--- src/rtl/ps2_keyboard_rx_if.sv ---
// ps2_keyboard_rx_if
//  Bundles the PS/2 pin pair and the status/pulse outputs of ps2_keyboard_rx.
//  Ports of the bundle:
//   ps2_clk    raw PS/2 clock pin (asynchronous to the system clock)
//   ps2_data   raw PS/2 data pin (asynchronous to the system clock)
//   ps2_read   N-bit key status word polled by the CPU via the address decoder
//   byte_valid one-cycle pulse per good received byte (prefixes included)
//   frame_err  one-cycle pulse on parity error, stop-bit error or timeout abort
//  Modports:
//   slave  - the receiver itself (pins in, status out)
//   master - whatever drives the pins and observes the status (board / bench)
interface ps2_keyboard_rx_if #(
  parameter int N = 32
);
  logic         ps2_clk;
  logic         ps2_data;
  logic [N-1:0] ps2_read;
  logic         byte_valid;
  logic         frame_err;

  modport slave (
    input  ps2_clk,
    input  ps2_data,
    output ps2_read,
    output byte_valid,
    output frame_err
  );

  modport master (
    output ps2_clk,
    output ps2_data,
    input  ps2_read,
    input  byte_valid,
    input  frame_err
  );
endinterface

--- src/rtl/ps2_keyboard_rx.sv ---
// ps2_keyboard_rx
//  Receives device-to-host PS/2 keyboard frames (start, 8 data bits LSB first,
//  odd parity, stop) and decodes scan-code set 2 make / break (F0) / extended
//  (E0) prefixes into a status word the CPU polls at the PS/2 window.
//  Ports:
//   clk    system clock, the only clock of the block
//   rst_n  asynchronous active-low reset
//   bus    ps2_keyboard_rx_if.slave:
//            ps2_clk, ps2_data  raw pins, asynchronous to clk
//            ps2_read[N-1:0]    status word:
//                               [7:0] last key byte, [8] extended, [9] release,
//                               [10] space held, [23:16] event counter,
//                               [24] frame error since last key event
//            byte_valid         pulse per good byte
//            frame_err          pulse per bad or aborted frame
//  Timing: stop-bit falling edge seen in cycle t -> byte_valid/frame_err in
//  t+1 -> ps2_read updated in t+2.
module ps2_keyboard_rx #(
  parameter int N       = 32,
  parameter int TIMEOUT = 10000
) (
  input  logic              clk,
  input  logic              rst_n,
  ps2_keyboard_rx_if.slave  bus
);

  localparam logic [1:0] IDLE   = 2'd0;
  localparam logic [1:0] DATA   = 2'd1;
  localparam logic [1:0] PARITY = 2'd2;
  localparam logic [1:0] STOP   = 2'd3;

  localparam int CW = $clog2(TIMEOUT + 1);

  localparam logic [7:0] BREAK_PREFIX = 8'hF0;
  localparam logic [7:0] EXT_PREFIX   = 8'hE0;
  localparam logic [7:0] SPACE_CODE   = 8'h29;

  // Pin synchronizers and falling-edge history
  logic syncClk1_q, syncClk2_q, prevClk_q;
  logic syncData1_q, syncData2_q;

  // Frame receiver
  logic [1:0]    state_q, state_d;
  logic [2:0]    bitCnt_q, bitCnt_d;
  logic [7:0]    shift_q, shift_d;
  logic          parity_q, parity_d;
  logic [CW-1:0] toCnt_q, toCnt_d;
  logic          byteValid_q, byteValid_d;
  logic          frameErr_q, frameErr_d;
  logic [7:0]    rxByte_q, rxByte_d;

  // Decoder state and status-word fields
  logic       relPend_q, relPend_d;
  logic       extPend_q, extPend_d;
  logic [7:0] readByte_q, readByte_d;
  logic       readExt_q, readExt_d;
  logic       readRel_q, readRel_d;
  logic       readSpace_q, readSpace_d;
  logic [7:0] readCnt_q, readCnt_d;
  logic       readErr_q, readErr_d;

  logic         fe;
  logic         toAbort;
  logic [N-1:0] ps2Read;

  // Two-flop synchronizers for both pins. They reset to 1 so that the idle
  // high line does not look like a falling edge when reset is released.
  always_ff @(posedge clk or negedge rst_n) begin
    if (!rst_n) begin
      syncClk1_q  <= 1'b1;
      syncClk2_q  <= 1'b1;
      prevClk_q   <= 1'b1;
      syncData1_q <= 1'b1;
      syncData2_q <= 1'b1;
    end else begin
      syncClk1_q  <= bus.ps2_clk;
      syncClk2_q  <= syncClk1_q;
      prevClk_q   <= syncClk2_q;
      syncData1_q <= bus.ps2_data;
      syncData2_q <= syncData1_q;
    end
  end

  assign fe = prevClk_q & ~syncClk2_q;

  // The abort fires on the edge that ends the (TIMEOUT-1)th quiet cycle so
  // that the frame_err pulse lands exactly TIMEOUT cycles after the last edge,
  // mirroring the one-cycle delay of the stop-bit result.
  assign toAbort = (state_q != IDLE) && !fe && (toCnt_q == CW'(TIMEOUT - 2));

  // Frame receiver: advances only on PS/2 falling edges, apart from the
  // inactivity timeout which returns a stalled partial frame to IDLE.
  always_comb begin
    state_d     = state_q;
    bitCnt_d    = bitCnt_q;
    shift_d     = shift_q;
    parity_d    = parity_q;
    rxByte_d    = rxByte_q;
    byteValid_d = 1'b0;
    frameErr_d  = 1'b0;
    toCnt_d     = (state_q == IDLE || fe) ? '0 : toCnt_q + CW'(1);

    case (state_q)
      IDLE: begin
        if (fe && !syncData2_q) begin
          state_d  = DATA;
          bitCnt_d = 3'd0;
        end
      end
      DATA: begin
        if (fe) begin
          shift_d  = {syncData2_q, shift_q[7:1]};
          bitCnt_d = bitCnt_q + 3'd1;
          if (bitCnt_q == 3'd7) begin
            state_d = PARITY;
          end
        end
      end
      PARITY: begin
        if (fe) begin
          parity_d = syncData2_q;
          state_d  = STOP;
        end
      end
      STOP: begin
        if (fe) begin
          if (syncData2_q && (^{shift_q, parity_q})) begin
            byteValid_d = 1'b1;
            rxByte_d    = shift_q;
          end else begin
            frameErr_d = 1'b1;
          end
          state_d = IDLE;
        end
      end
      default: state_d = IDLE;
    endcase

    if (toAbort) begin
      state_d    = IDLE;
      frameErr_d = 1'b1;
      toCnt_d    = '0;
    end
  end

  always_ff @(posedge clk or negedge rst_n) begin
    if (!rst_n) begin
      state_q     <= IDLE;
      bitCnt_q    <= 3'd0;
      shift_q     <= 8'd0;
      parity_q    <= 1'b0;
      toCnt_q     <= '0;
      byteValid_q <= 1'b0;
      frameErr_q  <= 1'b0;
      rxByte_q    <= 8'd0;
    end else begin
      state_q     <= state_d;
      bitCnt_q    <= bitCnt_d;
      shift_q     <= shift_d;
      parity_q    <= parity_d;
      toCnt_q     <= toCnt_d;
      byteValid_q <= byteValid_d;
      frameErr_q  <= frameErr_d;
      rxByte_q    <= rxByte_d;
    end
  end

  // Scan-code decoder. Prefix bytes only arm their pending flags; any other
  // byte becomes a key event carrying the flags, which then clear. Pending
  // flags deliberately survive errored frames so a glitch between a prefix
  // and its key does not turn a break into a make.
  always_comb begin
    relPend_d   = relPend_q;
    extPend_d   = extPend_q;
    readByte_d  = readByte_q;
    readExt_d   = readExt_q;
    readRel_d   = readRel_q;
    readSpace_d = readSpace_q;
    readCnt_d   = readCnt_q;
    readErr_d   = readErr_q;

    if (byteValid_q) begin
      if (rxByte_q == BREAK_PREFIX) begin
        relPend_d = 1'b1;
      end else if (rxByte_q == EXT_PREFIX) begin
        extPend_d = 1'b1;
      end else begin
        readByte_d = rxByte_q;
        readExt_d  = extPend_q;
        readRel_d  = relPend_q;
        readCnt_d  = readCnt_q + 8'd1;
        readErr_d  = 1'b0;
        if (rxByte_q == SPACE_CODE && !extPend_q) begin
          readSpace_d = ~relPend_q;
        end
        relPend_d = 1'b0;
        extPend_d = 1'b0;
      end
    end

    if (frameErr_q) begin
      readErr_d = 1'b1;
    end
  end

  always_ff @(posedge clk or negedge rst_n) begin
    if (!rst_n) begin
      relPend_q   <= 1'b0;
      extPend_q   <= 1'b0;
      readByte_q  <= 8'd0;
      readExt_q   <= 1'b0;
      readRel_q   <= 1'b0;
      readSpace_q <= 1'b0;
      readCnt_q   <= 8'd0;
      readErr_q   <= 1'b0;
    end else begin
      relPend_q   <= relPend_d;
      extPend_q   <= extPend_d;
      readByte_q  <= readByte_d;
      readExt_q   <= readExt_d;
      readRel_q   <= readRel_d;
      readSpace_q <= readSpace_d;
      readCnt_q   <= readCnt_d;
      readErr_q   <= readErr_d;
    end
  end

  // Status word assembly; unused bits read as zero.
  always_comb begin
    ps2Read        = '0;
    ps2Read[7:0]   = readByte_q;
    ps2Read[8]     = readExt_q;
    ps2Read[9]     = readRel_q;
    ps2Read[10]    = readSpace_q;
    ps2Read[23:16] = readCnt_q;
    ps2Read[24]    = readErr_q;
  end

  assign bus.ps2_read   = ps2Read;
  assign bus.byte_valid = byteValid_q;
  assign bus.frame_err  = frameErr_q;

endmodule

--- src/flat_wrapper.sv ---
// flat-port wrapper written by rule: the top's interface ports become plain ports
module ps2_keyboard_rx_flat 
#(
  parameter int N       = 32,
  parameter int TIMEOUT = 10000
)
  (clk, rst_n, bus_ps2_clk, bus_ps2_data, bus_ps2_read, bus_byte_valid, bus_frame_err);
  ps2_keyboard_rx_if #(.N(N)) bus_i ();
  input  logic clk;
  input  logic rst_n;
  input wire logic [$bits(bus_i.ps2_clk)-1:0] bus_ps2_clk;
  input wire logic [$bits(bus_i.ps2_data)-1:0] bus_ps2_data;
  output wire logic [$bits(bus_i.ps2_read)-1:0] bus_ps2_read;
  output wire logic [$bits(bus_i.byte_valid)-1:0] bus_byte_valid;
  output wire logic [$bits(bus_i.frame_err)-1:0] bus_frame_err;
  assign bus_i.ps2_clk = bus_ps2_clk;
  assign bus_i.ps2_data = bus_ps2_data;
  assign bus_ps2_read = bus_i.ps2_read;
  assign bus_byte_valid = bus_i.byte_valid;
  assign bus_frame_err = bus_i.frame_err;
  ps2_keyboard_rx #(.N(N), .TIMEOUT(TIMEOUT)) u_core (.clk(clk), .rst_n(rst_n), .bus(bus_i));
endmodule
--- config.mk ---
export PLATFORM = sky130hd
export DESIGN_NAME = ps2_keyboard_rx_flat
export DESIGN_NICKNAME = d
export VERILOG_FILES = /design/src/rtl/ps2_keyboard_rx_if.sv /design/src/rtl/ps2_keyboard_rx.sv /design/src/flat_wrapper.sv
export SDC_FILE = /design/constraint.sdc
export NUM_CORES = 1
export LEC_CHECK = 0
export ABC_AREA = 1
export BUFFER_PORTS_ARGS = -buffer_cell sky130_fd_sc_hd__buf_4
export CAP_MARGIN = 20
export CORE_AREA = 3 3 97 99
export CTS_BUF_LIST = sky130_fd_sc_hd__clkbuf_8
export CTS_CLUSTER_DIAMETER = 100
export DETAILED_ROUTE_END_ITERATION = 16
export DIE_AREA = 0 0 100 102
export GPL_TIMING_DRIVEN = 0
export PLACE_DENSITY = 0.62
export SKIP_LAST_GASP = 1
export SYNTH_ARGS = -nofsm -noshare
export SYNTH_HDL_FRONTEND = slang
export SYNTH_SLANG_ARGS = --single-unit
--- constraint.sdc ---
create_clock -name clk -period 1.9 [get_ports clk]
set_clock_uncertainty 0.05 [all_clocks]
set_input_delay 0.095 -clock clk [delete_from_list [all_inputs] [get_ports clk]]
set_output_delay 0.095 -clock clk [all_outputs]
set_load 0.02 [all_outputs]
# Word level (Yosys, flattened, before mapping)
# Cells that the tools add are included.
[op_classes]
bitwise = 5
reduce_logical = 24
n_mux = 25
eq_ne = 18
n_addsub = 3
[ops]
columns = ["cell", "count"]
rows = [
  ["$mux 14", 2],
  ["$eq 8x8->1 const B", 2],
  ["$add 14x1->14 const B", 1],
  ["$eq 14x14->1 const B", 1],
  ["$mux 1", 13],
  ["$mux 2", 6],
  ["$ne 3x1->1 const B", 4],
  ["$reduce_and 3->1", 4],
  ["$reduce_xor 9->1", 1],
  ["$add 8x1->8 const B", 1],
  ["$eq 8x6->1 const B", 1],
  ["$ne 2x1->1 const B", 4],
  ["$pmux 2 s4", 1],
  ["$reduce_and 2->1", 4],
  ["$mux 3", 2],
  ["$pmux 3 s2", 1],
  ["$reduce_bool 2->1", 3],
  ["$logic_and 1x1->1", 5],
  ["$reduce_and 5->1", 1],
  ["$eq 2x2->1 const B", 2],
  ["$not 1->1", 4],
  ["$reduce_and 4->1", 1],
  ["$add 3x1->3 const B", 1],
  ["$eq 3x3->1 const B", 1],
  ["other kinds (7)", 9],
]
[word_totals]
register_bits = 65
in_bits = 4
output_inout_bits = 34

# Depth between registers and ports, before layout
# Gate-level depths: netlist (run 1).
[depth]
depth_word = 7
mapped_depth = 11

# Worst setup path after synthesis (run 1)
# OpenSTA, ideal clock, no wires.
[synth_timing]
path_kind = "reg2reg"
startpoint = "register u_core.state_q[1]"
endpoint = "register u_core.state_q[0]"
stages_incl_launch_ff = 8
setup_time_ns = 0.137
t_arrival_ns = 1.325
period_less_slack_ns = 1.512
slack_ns = 0.388
cell_sequence = "dfrtp_1 > inv_1 > ha_1 > inv_1 > o21ai_0 > o31ai_1 > o21ai_0 > o21ai_0"
[synth_between]
elab_chain_len = 5
elab_cells_between_ends = 15
cone_classes = "eq/ne (8); mux (2); reduce/logical (5)"
[synth_lines]
columns = ["element", "line", "rtl"]
rows = [
  ["from (decl)", "ps2_keyboard_rx.sv:43", "logic [1:0] state_q, state_d;"],
  ["from (signal assigned)", "ps2_keyboard_rx.sv:157", "state_q <= state_d;"],
  ["$reduce_bool 2->1", "ps2_keyboard_rx.sv:89", "assign toAbort = (state_q != IDLE) && !fe && (toCnt_q == CW'(TIMEOUT - 2));"],
  ["$logic_and 1x1->1 (2 in series)", "ps2_keyboard_rx.sv:89", ""],
  ["$ne 3x2->1 (no source line) / $ne 3x1->1 (equally long branches)", "--", ""],
  ["$reduce_and 5->1 (no source line)", "--", ""],
]
# Several ways; a longest one is shown, not always the timed one.
# A chain may end at the register's enable or synchronous reset.

# Final worst setup path (run 1)
[layout_timing]
startpoint = "register u_core.prevClk_q"
endpoint = "register u_core.rxByte_q[5]"
[layout_between]
elab_chain_len = 2
[layout_lines]
columns = ["element", "line", "rtl"]
rows = [
  ["from (decl)", "ps2_keyboard_rx.sv:39", "logic syncClk1_q, syncClk2_q, prevClk_q;"],
  ["from (signal assigned)", "ps2_keyboard_rx.sv:78", "prevClk_q <= syncClk2_q;"],
  ["$and 1x1->1", "ps2_keyboard_rx.sv:84", "assign fe = prevClk_q & ~syncClk2_q;"],
  ["$reduce_and 3->1 (no source line)", "--", ""],
  ["to (signal assigned)", "ps2_keyboard_rx.sv:164", "rxByte_q <= rxByte_d;"],
  ["to (decl)", "ps2_keyboard_rx.sv:50", "logic [7:0] rxByte_q, rxByte_d;"],
]
# Every way passes these cells.

==> results of run 1 <==
==> kinds of logic after synthesis <==
| kind of cell | synth area share (%) |
|---|---|
| compound gates | 7.77 |
| xor+xnor | 3.81 |
| fa+ha+maj | 3.66 |
| buf+inv | 10.8 |
| flops | 47.8 |
| other cells | 0.110 |
| simple gates | 26.0 |
==> flip-flops by register name, summed over array words and instances (netlist names), 2 cells and up <==
signal	cells
u_core.readCnt_q	8
u_core.toCnt_q	14
u_core.shift_q	8
u_core.readByte_q	8
u_core.state_q	2
u_core.bitCnt_q	3
u_core.rxByte_q	8
==> final timing paths <==
check | from | end | slack [ns] | depth (start not counted)
min in group asynchronous | rst_n | u_core.toCnt_q[5] | 0.33 | 2
worst max register to register | u_core.prevClk_q | u_core.rxByte_q[5] | 0.20 | 7
worst min-delay path | u_core.syncData1_q | u_core.syncData2_q | 0.31 | 0
worst max-delay path | u_core.prevClk_q | u_core.rxByte_q[5] | 0.20 | 7
worst min register to register | u_core.syncData1_q | u_core.syncData2_q | 0.31 | 0
max in group asynchronous | rst_n | u_core.rxByte_q[5] | 0.92 | 2
==> per-stage QoR <==
step | setup slack (ns) | power, mW | instances | hold slack [ns]
floorplan | 0.388 | 3.53 | 398 | -0.251
global route | 0.0260 | 5.74 | 550 | 0.313
finish | 0.197 | 5.37 | 550 | 0.307
detailed placement | 0.125 | 3.97 | 531 | 0.155
global placement | 0.140 | 3.89 | 531 | 0.153
CTS | 0.0814 | 5.43 | 550 | 0.307
==> metal layers <==
metal / vias up / part of all wire, % / GRT usage (%)
met5: - / 0 / 0
met4: 0 / 2.3 / 6.84
met2: 34 / 46 / 20.7
li1: 1302 / - / -
met3: 12 / 3.6 / 2.80
met1: 1150 / 49 / 17.6
==> layout make-up <==
cell class                      count  area (um^2)  share of cell area (%)
Buffer                             20          165                    4.06
Clock buffer                        9          124                    3.05
Clock inverter                      7          119                    2.92
Inverter                           51          204                    5.01
Multi-Input combinational cell    262         1470                    36.1
Sequential cell                    65         1630                    40.1
Tap cell                          108          135                    3.32
Timing Repair Buffer               28          218                    5.35
==> what timing repair did <==
action	4_1_cts	5_1_grt
hold buffers	3	0
endpoints found under the hold margin	62	0
setup endpoints to repair	0	12
resized for setup	0	5
==> cells in the mapped netlist (3+ instances only) <==
master and instances:
xor2_1 8, nor3_2 3, ha_1 10, buf_4 16
inv_1 45, nand3_1 16, o21ai_1 10, dfstp_2 5
o21ai_0 17, nor4_1 4, nor2_1 21, nand2_1 101
nand4_1 7, nand2_2 11, inv_2 5, o21ai_2 6
a21oi_1 4, dfrtp_1 60, nor3_1 6, xnor2_1 5
nor2_2 3
==> power breakdown <==
| part | switching [mW] | leakage [nW] | internal [mW] | total (mW) |
|---|---|---|---|---|
| logic | 1.21 | 1.07 | 0.785 | 2.00 |
| clock network | 0.556 | 0.115 | 0.871 | 1.43 |
| registers | 0.274 | 0.867 | 1.67 | 1.95 |
==> worst register-to-register path: stages, from the launching register on <==
cell     delay (ns)
dfstp_2        0.52
inv_1          0.05
nor2_4         0.15
inv_1          0.09
nor2_2         0.36
nand4_4        0.21
nand2_1        0.11
nand2_1        0.05
==> impl_metrics.tcl, run 1 <==
set metrics [dict create \
    slowest_stage "dfstp_2" \
    core-area_um2 8640 \
    worstPathArrival_ns 1.89 \
    yosys.area.top_type "dfrtp_1" \
    tightest_slew_ns 0.827 \
    synth_ff_type "dfrtp_1" \
    maxCapViolations 0 \
    slowest_delay_ns 0.52 \
    synth_edf_count 0 \
    fin_nets 451 \
    grt_antenna_before_repair 0 \
    fin_crit_ns 1.70 \
    ir_worst_vdd_v 0.000594 \
    synthArstFlopShare_pct 100 \
    syn2layout_area_growth_pct 19.1 \
    finalHoldViolCount 0 \
    ys.warnings.count 0 \
    drtAntennaViolNets 0 \
    startpoint_type "register" \
    cts_max_path_buffers 2 \
    vias 2498 \
    dpl.hpwl_mm 4.44 \
    crit_family "simple AND/OR/NAND/NOR gates" \
    synth_top_area_share_pct 44.0 \
    n_antenna_cell 0 \
    grt_pass1_wl_mm 10.9 \
    status "finished, final reports clean" \
    rsz0062_at_grt "no" \
    grt-ovfl-total 0 \
    final_cell_mix "101 x nand2_1, 60 x dfrtp_1, 45 x inv_1" \
    crit_required_ns 2.08 \
    synth-seq-area-share_pct 47.8 \
    clk_pin_slew_ns 0.07 \
    gp_congestion 0.803 \
    fin_crit_sh_pct 89.6 \
    routed_wl_mm 6.17 \
    die_area_um2 10200 \
    die_y_um 102 \
    crit_path_cell_trace "inv_1, nor2_4, inv_1, nor2_2, nand4_4, nand2_1, nand2_1" \
    worstHoldPathType "register to register" \
    numCtsBuffers 9 \
    drt_first_pass_iters 4 \
    grt_pass1_vias 2425 \
    timing.critical_path.fanout_max 10 \
    via_per_inst 4.54 \
    portBuffers 25 \
    path_buf_inv 2 \
    final_util_pct 47.1 \
    syn_area_per_cell_um2 8.82 \
    grt_use_total_pct 13.3 \
    drc_errors 0 \
    drtIter0Drc 62 \
    setup_viol 0 \
    cellPowerDensity_nw_per_um2 1320 \
    wl_per_cell_um 11.2 \
    yosys_register_bits 65 \
    maxSlewHeadroom_pct 44.9 \
    clock-root-buffer "clkbuf_8" \
    finalMaxSlewViolations 0 \
    finalSetupTns_ns 0 \
    pin_count 38 \
    p_leak_nw 2.05 \
    place_area_um2 3780 \
    htreeDepth 3 \
    row_count 34 \
    fp.dieW_um 100 \
    fmax_ghz 0.587 \
    filler_cell_count 856 \
    start_util_pct 39.5 \
    drive_above_1_share_pct 24.4 \
    cts_tree "built" \
    final_common_cell "nand2_1" \
    clock_sinks 65 \
    ys_top_cells_by_area "dfrtp_1 44%, nand2_1 11%, inv_1 4.9%, dfstp_2 3.8%, ha_1 3.7%" \
    netlist_instances 387 \
    cp-end-kind "register" \
    final_cell_area_um2 4070 \
    grt_max_degree 66 \
    cts_setup_buffers 0 \
    clock_latency_ns 0.35 \
    synth_area_um2 3410 \
    synthDistinctLibCells 39 \
    crit_type "register to register" \
]
Note: power is estimated with default switching activity, not from simulation.
==> run 2: changes to the inputs <==
ABC_AREA = unset   (was 1)
CORE_AREA = 3 3 92 94   (was 3 3 97 99)
DIE_AREA = 0 0 95 97   (was 0 0 100 102)
HOLD_SLACK_MARGIN = 0.02   (was unset)
PLACE_DENSITY = 0.54   (was 0.62)
==> impl_metrics.tcl, run 2 <==
set metrics [dict create \
    swShare_pct 34.0 \
    worstPathArrival_ns 2.19 \
    seq_power_share_pct 37.3 \
    worstHoldPathType "register to register" \
    fin_crit_ns 2.02 \
    crit_type "register to register" \
    holdPathStages 0 \
    p_leak_nw 1.94 \
    multiInputGateArea_um2 1400 \
    cp-end-kind "register" \
    grt_antenna_before_repair 0 \
    n_antenna_cell 0 \
    fin_crit_sh_pct 107 \
    maxCapViolations 0 \
    clock_latency_ns 0.34 \
    regMostFlops "u_core.toCnt_q" \
    setup_viol 25 \
    syn_area_per_cell_um2 11.1 \
    fin_nets 356 \
    power.switching_mw 1.68 \
    portBuffers 25 \
    grt_max_degree 66 \
    place_area_um2 3400 \
    grt-ovfl-total 0 \
    numCtsBuffers 9 \
    finalMaxSlewViolations 0 \
    cts_max_path_buffers 2 \
    final_cell_area_um2 3900 \
    r2r_cells 5 \
    core-area_um2 7730 \
    grt_pass1_vias 2037 \
    filler_cell_count 713 \
    yosys.area.top_type "dfrtp_1" \
    htreeDepth 3 \
    ys_top_cells_by_area "dfrtp_1 49%, mux2_2 6.7%, nand2_1 5.6%, dfstp_2 4.3%, buf_4 4.2%" \
    pin_count 38 \
    timing.critical_path.fanout_max 3 \
    drc_errors 0 \
    cellPowerDensity_nw_per_um2 1270 \
    synth_ff_type "dfrtp_1" \
    fmax_ghz 0.494 \
    routed_wl_mm 5.54 \
    die_y_um 97 \
    clock_sinks 65 \
    maxSlewHeadroom_pct 46.7 \
    rsz0062_at_grt "yes" \
    p_comb_share_pct 40.1 \
    violations "negative setup slack" \
    ir_worst_vdd_v 0.000901 \
    synthDistinctLibCells 46 \
    seqCellArea_um2 1630 \
    clk_pin_slew_ns 0.07 \
    synth_top_area_share_pct 49.5 \
    via_per_inst 4.63 \
    ys.warnings.count 0 \
    grt_use_total_pct 13.2 \
    startpoint_type "register" \
    final_common_cell "dfrtp_1" \
    drt_first_pass_iters 4 \
    tightest_slew_ns 0.799 \
    row_count 32 \
    netlist_instances 273 \
    start_util_pct 39.3 \
    timing.final.ws_setup_ns -0.124 \
    cts_tree "built" \
    vias 2080 \
    gp_congestion 0.748 \
    status "complete, but fails checks" \
    ys_top_cells_by_count "60 x dfrtp_1, 45 x nand2_1, 22 x nor2_1, 18 x mux2_2, 17 x buf_4" \
    drive_above_1_share_pct 37.2 \
    synthArstFlopShare_pct 100 \
    drtIter0Drc 85 \
    p_clk_share_pct 22.6 \
    synth-seq-area-share_pct 53.8 \
    largest_reg_flops 14 \
    crit_required_ns 2.07 \
    yosysMostFrequentCell "dfrtp_1" \
    dpl.hpwl_mm 3.49 \
    die_area_um2 9220 \
    grt_pass1_wl_mm 9.66 \
    finalHoldViolCount 0 \
    drtAntennaViolNets 0 \
    wl_per_cell_um 12.3 \
    synth_edf_count 0 \
    p_total_mw 4.94 \
    fp.dieW_um 95 \
    clock-root-buffer "clkbuf_8" \
    final_cell_mix "60 x dfrtp_1, 55 x buf_4, 43 x nand2_1" \
    yosys_register_bits 65 \
    synth_area_um2 3040 \
    p_int_mw 3.26 \
    syn2layout_area_growth_pct 28.5 \
]
==> run 2: metal layers <==
layer  wire [um]  vias to the layer above  global-route usage [%]  share of wire [%]
met3         253                       10                    4.28                4.6
met5           0                        -                       0                  0
met4          94                        0                    4.55                1.7
met1        2570                      991                    17.7                 46
met2        2620                       44                    20.1                 47
li1            -                     1035                       -                  -
==> run 2: power by group through the flow <==
| stage | Sequential [mW] | Combinational (mW) | Clock [mW] |
|---|---|---|---|
| 3_5_place_dp | 1.88 | 1.33 | 0 |
| 3_3_place_gp | 1.87 | 1.31 | 0 |
| 2_1_floorplan | 1.86 | 1.02 | 0 |
| 4_1_cts | 1.84 | 1.86 | 1.16 |
| 5_1_grt | 1.89 | 2.17 | 1.23 |
| 6_report | 1.84 | 1.98 | 1.12 |
==> run 2: per-stage QoR <==
stage	worst slack (ns)	utilization (%)	cells	hold WS [ns]	TNS, ns
floorplan	-0.0319	-	284	-0.251	-0.353
global route	-0.188	50.5	449	0.315	-3.39
CTS	-0.107	49.7	448	0.311	-1.54
finish	-0.124	50.5	449	0.309	-1.63
detailed placement	-0.197	44.0	411	0.154	-5.26
global placement	-0.211	44.0	411	0.154	-5.49
==> run 2: cell families after synthesis <==
family                     synth area share, %
DFF                                       53.8
and+or+nand+nor                           15.9
muxes                                     6.68
adders and majority gates                 4.12
other                                    0.124
AOI/OAI and AO/OA                         6.39
xor gates and xnor gates                  7.38
buffers and inverters                     5.65
==> run 2: area by class of cell <==
type / count / area share [%]
Timing Repair Buffer: 47 / 9.82
Multi-Input combinational cell: 192 / 35.9
Sequential cell: 65 / 41.9
Clock inverter: 7 / 1.64
Inverter: 5 / 0.481
Tap cell: 102 / 3.27
Clock buffer: 9 / 3.18
Buffer: 22 / 3.82
==> run 2: worst paths after layout <==
check                                    from  slack, ns                   to
min reg2reg                u_core.syncData1_q       0.31   u_core.syncData2_q
min in group asynchronous               rst_n       0.34  u_core.readCnt_q[2]
max in group asynchronous               rst_n       0.93   u_core.bitCnt_q[1]
max reg2reg                 u_core.toCnt_q[5]      -0.12    u_core.state_q[0]
max                         u_core.toCnt_q[5]      -0.12    u_core.state_q[0]
min                        u_core.syncData1_q       0.31   u_core.syncData2_q
==> run 2: repair_timing <==
item | in CTS | in global routing
pin swaps | 3 | 12
buffers inserted | 16 | 3
resized for setup | 14 | 25
hold buffers | 3 | 0
gates cloned | 2 | 0
endpoints found under the hold margin | 62 | 0
setup endpoints to repair | 35 | 34
==> run 2: worst max-delay path: stages (launching register included) <==
cell and delay (ns):
dfrtp_1 0.38, or4b_1 0.51, or4_4 0.60, nor3_4 0.15
o21a_2 0.17, o21ai_2 0.05
